==> config.mk <==
export PLATFORM = sky130hd
export DESIGN_NAME = mux4_piso_seq
export DESIGN_NICKNAME = d
export VERILOG_FILES = /design/src/rtl/mux4_piso_seq.sv
export SDC_FILE = /design/constraint.sdc
export NUM_CORES = 1
export LEC_CHECK = 0
export CAP_MARGIN = 20
export CORE_UTILIZATION = 41
export CTS_BUF_LIST = sky130_fd_sc_hd__clkbuf_16
export DETAILED_ROUTE_END_ITERATION = 10
export MAX_ROUTING_LAYER = met4
export PLACE_DENSITY = 0.75
export SLEW_MARGIN = 20
export SYNTH_ARGS = -nofsm -noshare
export SYNTH_HDL_FRONTEND = slang
export SYNTH_SLANG_ARGS = --single-unit
==> constraint.sdc <==
create_clock -name clk -period 1.55 [get_ports clk]
set_clock_uncertainty 0.1 [all_clocks]
set_input_delay 0.31 -clock clk [delete_from_list [all_inputs] [get_ports clk]]
set_output_delay 0.31 -clock clk [all_outputs]
set_load 0.02 [all_outputs]
==> src/rtl/mux4_piso_seq.sv <==
// mux4_piso_seq: holds a 4-bit word on a 4:1 mux and steps its select to serialise it.
// Optional MUX4_PISO_BACK2BACK_EN: accept the next word on the last beat, removing the idle bubble.
module mux4_piso_seq #(
  parameter bit MSB_FIRST = 1'b0
) (
  input  logic       clk,
  input  logic       rst_n,
  input  logic       load_valid,
  input  logic [3:0] load_data,
  output logic       load_ready,
  input  logic       ser_ready,
  output logic       ser_valid,
  output logic       ser_last,
  output logic [3:0] mux_I,
  output logic [1:0] mux_s,
  output logic [7:0] word_cnt
);

  localparam logic [1:0] SEL_START = MSB_FIRST ? 2'd3 : 2'd0;
  localparam logic [1:0] SEL_LAST  = MSB_FIRST ? 2'd0 : 2'd3;

  typedef enum logic {IDLE, SHIFT} state_t;
  state_t state;

  logic last_beat;
  logic load;

  function automatic logic [1:0] next_sel(input logic [1:0] s);
    return MSB_FIRST ? (s - 2'd1) : (s + 2'd1);
  endfunction

  assign ser_valid = (state == SHIFT);
  assign ser_last  = ser_valid && (mux_s == SEL_LAST);
  assign last_beat = ser_last && ser_ready;

`ifdef MUX4_PISO_BACK2BACK_EN
  // The last beat frees the word register, so a new word can land on the same edge.
  assign load_ready = (state == IDLE) || last_beat;
`else
  assign load_ready = (state == IDLE);
`endif

  assign load = load_valid && load_ready;

  always_ff @(posedge clk or negedge rst_n) begin
    if (!rst_n) begin
      state    <= IDLE;
      mux_I    <= 4'd0;
      mux_s    <= SEL_START;
      word_cnt <= 8'd0;
    end else begin
      if (last_beat) begin
        word_cnt <= word_cnt + 8'd1;
      end
      if (load) begin
        mux_I <= load_data;
        mux_s <= SEL_START;
        state <= SHIFT;
      end else if (last_beat) begin
        state <= IDLE;
      end else if (ser_valid && ser_ready) begin
        mux_s <= next_sel(mux_s);
      end
    end
  end

endmodule

==> results of run 1 <==
==> kinds of logic after synthesis <==
kind of cell    synth area share (%)
xor+xnor                        10.7
mux                             10.2
compound gates                  1.53
flops                           57.5
simple gates                    14.9
buf+inv                         1.34
fa+ha+maj                       3.83
==> per-stage QoR <==
| step | power (µW) | hold WS (ns) | setup WS [ns] | utilization [%] | area [µm²] |
|---|---|---|---|---|---|
| 2_1_floorplan | 1100 | -0.0856 | 0.0183 | - | 653 |
| 3_3_place_gp | 1620 | 0.360 | -0.0924 | 66.6 | 991 |
| 3_5_place_dp | 1650 | 0.370 | -0.114 | 66.6 | 991 |
| 4_1_cts | 2050 | 0.300 | 0.00498 | 70.3 | 1050 |
| 5_1_grt | 2160 | 0.309 | 0.0106 | 70.3 | 1050 |
| 6_report | 2040 | 0.293 | 0.0367 | 70.3 | 1050 |
==> power groups by stage <==
stage | combinational, µW | sequential [µW] | clock (µW)
2_1_floorplan | 273 | 828 | 0
3_3_place_gp | 1000 | 614 | 0
3_5_place_dp | 1030 | 623 | 0
4_1_cts | 933 | 614 | 506
5_1_grt | 1010 | 632 | 521
6_report | 926 | 613 | 498
==> worst paths after layout <==
path | startpoint | endpoint | slack (ns) | cells after the start
worst min register to register | word_cnt[7]$_DFFE_PN0P_ | word_cnt[7]$_DFFE_PN0P_ | 0.37 | 1
worst min-delay path | rst_n | mux_I[2]$_DFFE_PN0P_ | 0.29 | 2
worst max register to register | mux_s[0]$_DFFE_PN0P_ | word_cnt[1]$_DFFE_PN0P_ | 0.13 | 4
worst max-delay path | mux_s[0]$_DFFE_PN0P_ | ser_last | 0.04 | 3
max in group asynchronous | rst_n | mux_s[0]$_DFFE_PN0P_ | 0.88 | 2
min in group clk | word_cnt[7]$_DFFE_PN0P_ | word_cnt[7]$_DFFE_PN0P_ | 0.37 | 1
==> repair_timing <==
item | 4_1_cts | 5_1_grt
hold endpoints to repair | 0 | 0
resized for setup | 21 | 3
endpoints found under the setup margin | 17 | 2
==> final cells by class <==
| class | instances | area [µm²] |
|---|---|---|
| timing repair buffer | 35 | 297 |
| inverter | 1 | 3.75 |
| tap | 16 | 20.0 |
| fill | 116 | 442 |
| clock inverter | 1 | 5.00 |
| multi-input combinational | 37 | 272 |
| sequential | 15 | 375 |
| clock buffer | 3 | 75.1 |
==> synthesized netlist by cell type (all sizes together), types with 2 or more instances <==
library cell  number  area, µm²
nor3               2       10.0
mux2               5       56.3
nand2              5       18.8
ha                 2       25.0
xor2               5       43.8
o21ai              2       10.0
dfrtp             15        375
xnor2              3       26.3
nor2               3       11.3
nand4              5       31.3
==> layer usage <==
layer	track usage, %	vias up
li1	-	265
met1	27.2	256
met2	33.8	21
met3	4.78	2
met4	5.81	0
met5	-	-
==> critical path, cell delays in order (launching register included) <==
cell and delay (ns):
dfrtp_1 0.38, ha_2 0.19, and2_1 0.14, buf_4 0.15
==> registers in the layout, summed over array words and instances (netlist names) <==
register	count
mux_s	2
word_cnt	8
mux_I	4
ser_valid	1
==> cell usage in the layout, fill, tap and decap left out, types with 2 or more instances in the layout <==
cell type        instances
buf_4                   12
xnor2_1                  3
clkbuf_16                3
clkdlybuf4s50_1          7
nor2_1                   3
nand4_1                  5
o21ai_0                  2
dlygate4sd2_1           15
xor2_1                   5
nand2_1                  5
dfrtp_1                 15
nor3_1                   2
mux2_2                   5
==> impl_metrics.yaml, run 1 <==
pwr:
  power_frac_comb_pct: 45.5
  vdd_drop_max_uv: 1150
  p_int_uw: 1310
  netSwitchingPower_uw: 728
  sw_frac_of_total_pct: 35.7
  power_frac_clock_pct: 24.4
  powerDensity_nw_per_um2: 1950
  power.share.sequential_pct: 30.1
  p_leak_uw: 0.000538
route:
  drtPass1Iterations: 4
  vias: 544
  drc_errors: 0
  met2_wirelength_um: 728
  wl_per_cell_um: 13.9
  wl_um: 1500
  top_layer: "met4"
  dr_wl_met3_um: 87
  detail-route-antenna-nets: 0
  wl_met1_um: 664
  viasPerCell: 5.04
  drt_iter0_markers: 5
floorplanning:
  ios: 25
  die_w_um: 41.9
  fp-row-count: 14
  coreArea_um2: 1490
  initial_core_util_pct: 43.9
  die_y_um: 41.9
  die-area_um2: 1760
timing:
  period_needed_ns: 1.51
  worst_slew_margin_rel_pct: 84.6
  setup_viol: 0
  finalHoldViolCount: 0
  min_period_over_period_pct: 97.6
  worstMarginPinSlew_ns: 0.229
  tns_ns: 0
  grt_setup_unrepaired: "no"
  clock.fmax_mhz: 661
  final_max_slew_viol_count: 0
synth:
  seq_area_frac_synth_pct: 57.5
  yosysUniqueCellTypes: 17
  avgSynthCellArea_um2: 12.1
  synth_edf_count: 0
  synth_area_um2: 653
  synth_seq_cells: 15
  syn_nets: 64
  syn_inst: 54
  synth.yosys.warnings: 0
  synth_flop_cell: "dfrtp_1"
  synthArstFlopShare_pct: 100
clock_network:
  clk_pin_slew_ns: 0.05
  ctsRootBufferMaster: "clkbuf_16"
  clk_latency_ns: 0.24
  cts_setup_buffers: 0
  cts_buffer_depth: 2
  numCtsBuffers: 3
  tritoncts: "yes"
  numClockSinks: 15
  htree_levels: 1
  cts_hold_buf: 0
critical_path:
  critPathMaxFanout: 2
  crit_type: "flip-flop to output port"
  worstSetupStartpointType: "flip-flop"
  arrival_ns: 1.10
  end_kind: "output port"
  worstPathRequired_ns: 1.14
grt:
  overflow: 0
  grt_pass1_wl_um: 2660
  grt_max_degree: 16
  antenna_found_initial: 0
  grt.total_usage_pct: 21.1
  grt_pass1_vias: 561
finish:
  area_growth_pct: 60.3
  fin_nets: 103
  drive_gt1_share_pct: 25.0
  stdcell_count: 108
  num_antenna_cells: 0
placed_design:
  routabilityCongestion: 0.823
  dp_cells: 104
  numPortBuffers: 24
  dp_hpwl_um: 1100
job:
  cap_violations: 0
worst_hold_path:
  hold_path.class: "input port to asynchronous set/reset pin"
status:
  run_status: "completed"
(Power assumes the default switching activity.)
==> inputs of run 2 (changes only) <==
CELL_PAD_IN_SITES_DETAIL_PLACEMENT = 1   (was unset)
CELL_PAD_IN_SITES_GLOBAL_PLACEMENT = 2   (was unset)
CORE_UTILIZATION = 25   (was 41)
PLACE_DENSITY = 0.73   (was 0.75)
==> run 2 against run 1 <==
  * The flow now finishes with violations (DRC)
  * Hold slack got worse by 0.0065 ns
  * Die area increased by 61%
  * Sequential power decreased by 0.8%
  * Setup slack improved by 0.017 ns
  * Via count decreased by 0.37%
  * Non-clock buffer count increased by 3
  * Critical path type unchanged
  * Highest routed layer is now met3
==> impl_metrics.yaml, run 2 (synthesis gave the netlist of run 1 again) <==
timing:
  finalHoldViolCount: 0
  clock.fmax_mhz: 668
  final_max_slew_viol_count: 0
  worstMarginPinSlew_ns: 0.196
  whs_ns: 0.286
  min_period_over_period_pct: 96.6
  setup_slack_ns: 0.0535
  period_needed_ns: 1.50
  grt_setup_unrepaired: "yes"
  setup_viol: 0
  worst_slew_margin_rel_pct: 86.8
critical_path:
  arrival_ns: 1.09
  end_kind: "output port"
  crit_type: "flip-flop to output port"
  worstPathRequired_ns: 1.14
  path_cells: "ha_2, and2_4, buf_6"
  critPathMaxFanout: 2
  cp_slowest_cell: "dfrtp_1"
  worstSetupStartpointType: "flip-flop"
  max_stage_delay_ns: 0.38
clock_network:
  tritoncts: "yes"
  numClockSinks: 15
  numCtsBuffers: 3
  ctsRootBufferMaster: "clkbuf_16"
  htree_levels: 1
  clk_latency_ns: 0.24
  cts_buffer_depth: 2
  clk_pin_slew_ns: 0.05
finish:
  stdcell_count: 125
  largestRegisters: "word_cnt (8), mux_I (4), mux_s (2)"
  largest_reg_flops: 8
  num_antenna_cells: 0
  top_register: "word_cnt"
  drive_gt1_share_pct: 28.4
  nFillCells: 289
  final_cell_mix: "dfrtp_1 (15), dlygate4sd2_1 (15), buf_4 (14), clkdlybuf4s50_1 (7)"
  area_growth_pct: 69.0
  fin_nets: 106
  final_area_um2: 1100
status:
  run_status: "finished, violations left"
  violations: "DRC"
pwr:
  powerDensity_nw_per_um2: 1880
  sw_frac_of_total_pct: 34.7
  power.share.sequential_pct: 29.3
  vdd_drop_max_uv: 814
  netSwitchingPower_uw: 720
  p_int_uw: 1360
  power_frac_clock_pct: 23.8
  power_frac_comb_pct: 46.9
  p_leak_uw: 0.000556
  finalPower_uw: 2080
floorplanning:
  die_w_um: 53.1
  die-area_um2: 2820
  ios: 25
  coreArea_um2: 2480
  initial_core_util_pct: 26.4
  fp-row-count: 18
  die_y_um: 53.1
placed_design:
  dp_hpwl_um: 1200
  place_area_um2: 1030
  post-place-ws_ns: -0.143
  dp_cells: 121
  routabilityCongestion: 0.772
  numPortBuffers: 24
grt:
  overflow: 0
  grt_pass1_wl_um: 2440
  grt.total_usage_pct: 13.0
  antenna_found_initial: 0
  grt_pass1_vias: 535
  grt_max_degree: 16
route:
  vias: 542
  drtPass1Iterations: 6
  detail-route-antenna-nets: 0
  drc_errors: 2
  wl_um: 1520
  viasPerCell: 4.34
  wl_per_cell_um: 12.2
  drt_iter0_markers: 5
worst_hold_path:
  hold_path.class: "input port to asynchronous set/reset pin"
job:
  cap_violations: 0
==> run 2: cell count changes in the layout (fill, tap and decap cells not counted) <==
cell	change
buf_6	+1
clkdlybuf4s15_1	+1
and2_1	-1
nor3_1	-1
and2_4	+1
nor3_2	+1
buf_4	+2
clkbuf_2	-1
==> run 2: per-layer routing <==
layer,vias to the layer above,GRT usage (%),part of all wire [%]
li1,268,-,-
met2,16,18.6,47
met5,-,-,0
met4,0,6.58,0
met3,0,4.31,5.3
met1,258,16.2,47
==> run 2: power by group through the flow <==
stage / clock network (µW) / logic (µW) / registers, µW
floorplan: 0 / 273 / 828
global placement: 0 / 1060 / 613
detailed placement: 0 / 1070 / 620
CTS: 510 / 965 / 609
global route: 531 / 1060 / 628
finish: 494 / 975 / 608
==> run 2: what timing repair did <==
item                                    4_1_cts  5_1_grt
gates resized for setup                      20        6
endpoints found under the setup margin       17        4
hold buffers                                  0        0
setup buffers                                 0        0
pin swaps                                     0        1
==> run 2: per-stage QoR <==
stage	utilization [%]	setup TNS, ns
2_1_floorplan	-	0
5_1_grt	44.5	-0.0192
4_1_cts	43.8	-0.0236
6_report	44.5	0
3_5_place_dp	41.6	-0.609
3_3_place_gp	41.6	-0.439
==> run 2: layout make-up <==
cell class | instances | area (µm²) | share of cell area [%]
flip-flops and latches | 15 | 375 | 34.0
repair buffers | 38 | 328 | 29.7
multi-input cells | 37 | 279 | 25.3
clock buffers | 3 | 75.1 | 6.80
well taps | 30 | 37.5 | 3.40
clock inverters | 1 | 5.00 | 0.454
inverters | 1 | 3.75 | 0.340
==> run 2: path summary, 6_finish.rpt <==
kind	start	end	slack, ns	depth (start not counted)
worst max-delay path	mux_s[1]$_DFFE_PN0P_	ser_last	0.05	3
worst min-delay path	rst_n	word_cnt[7]$_DFFE_PN0P_	0.29	2
worst max register to register	mux_s[0]$_DFFE_PN0P_	word_cnt[1]$_DFFE_PN0P_	0.10	4
min in group clk	word_cnt[7]$_DFFE_PN0P_	word_cnt[7]$_DFFE_PN0P_	0.36	1
worst min register to register	word_cnt[7]$_DFFE_PN0P_	word_cnt[7]$_DFFE_PN0P_	0.36	1
max in group asynchronous	rst_n	mux_I[2]$_DFFE_PN0P_	0.88	2
==> run 2: critical path, delay by kind of cell (launching register included) <==
family        cells  cell delay (ns)
buf+inv           1             0.12
simple gates      1             0.15
fa+ha+maj         1             0.19
flops             1             0.38
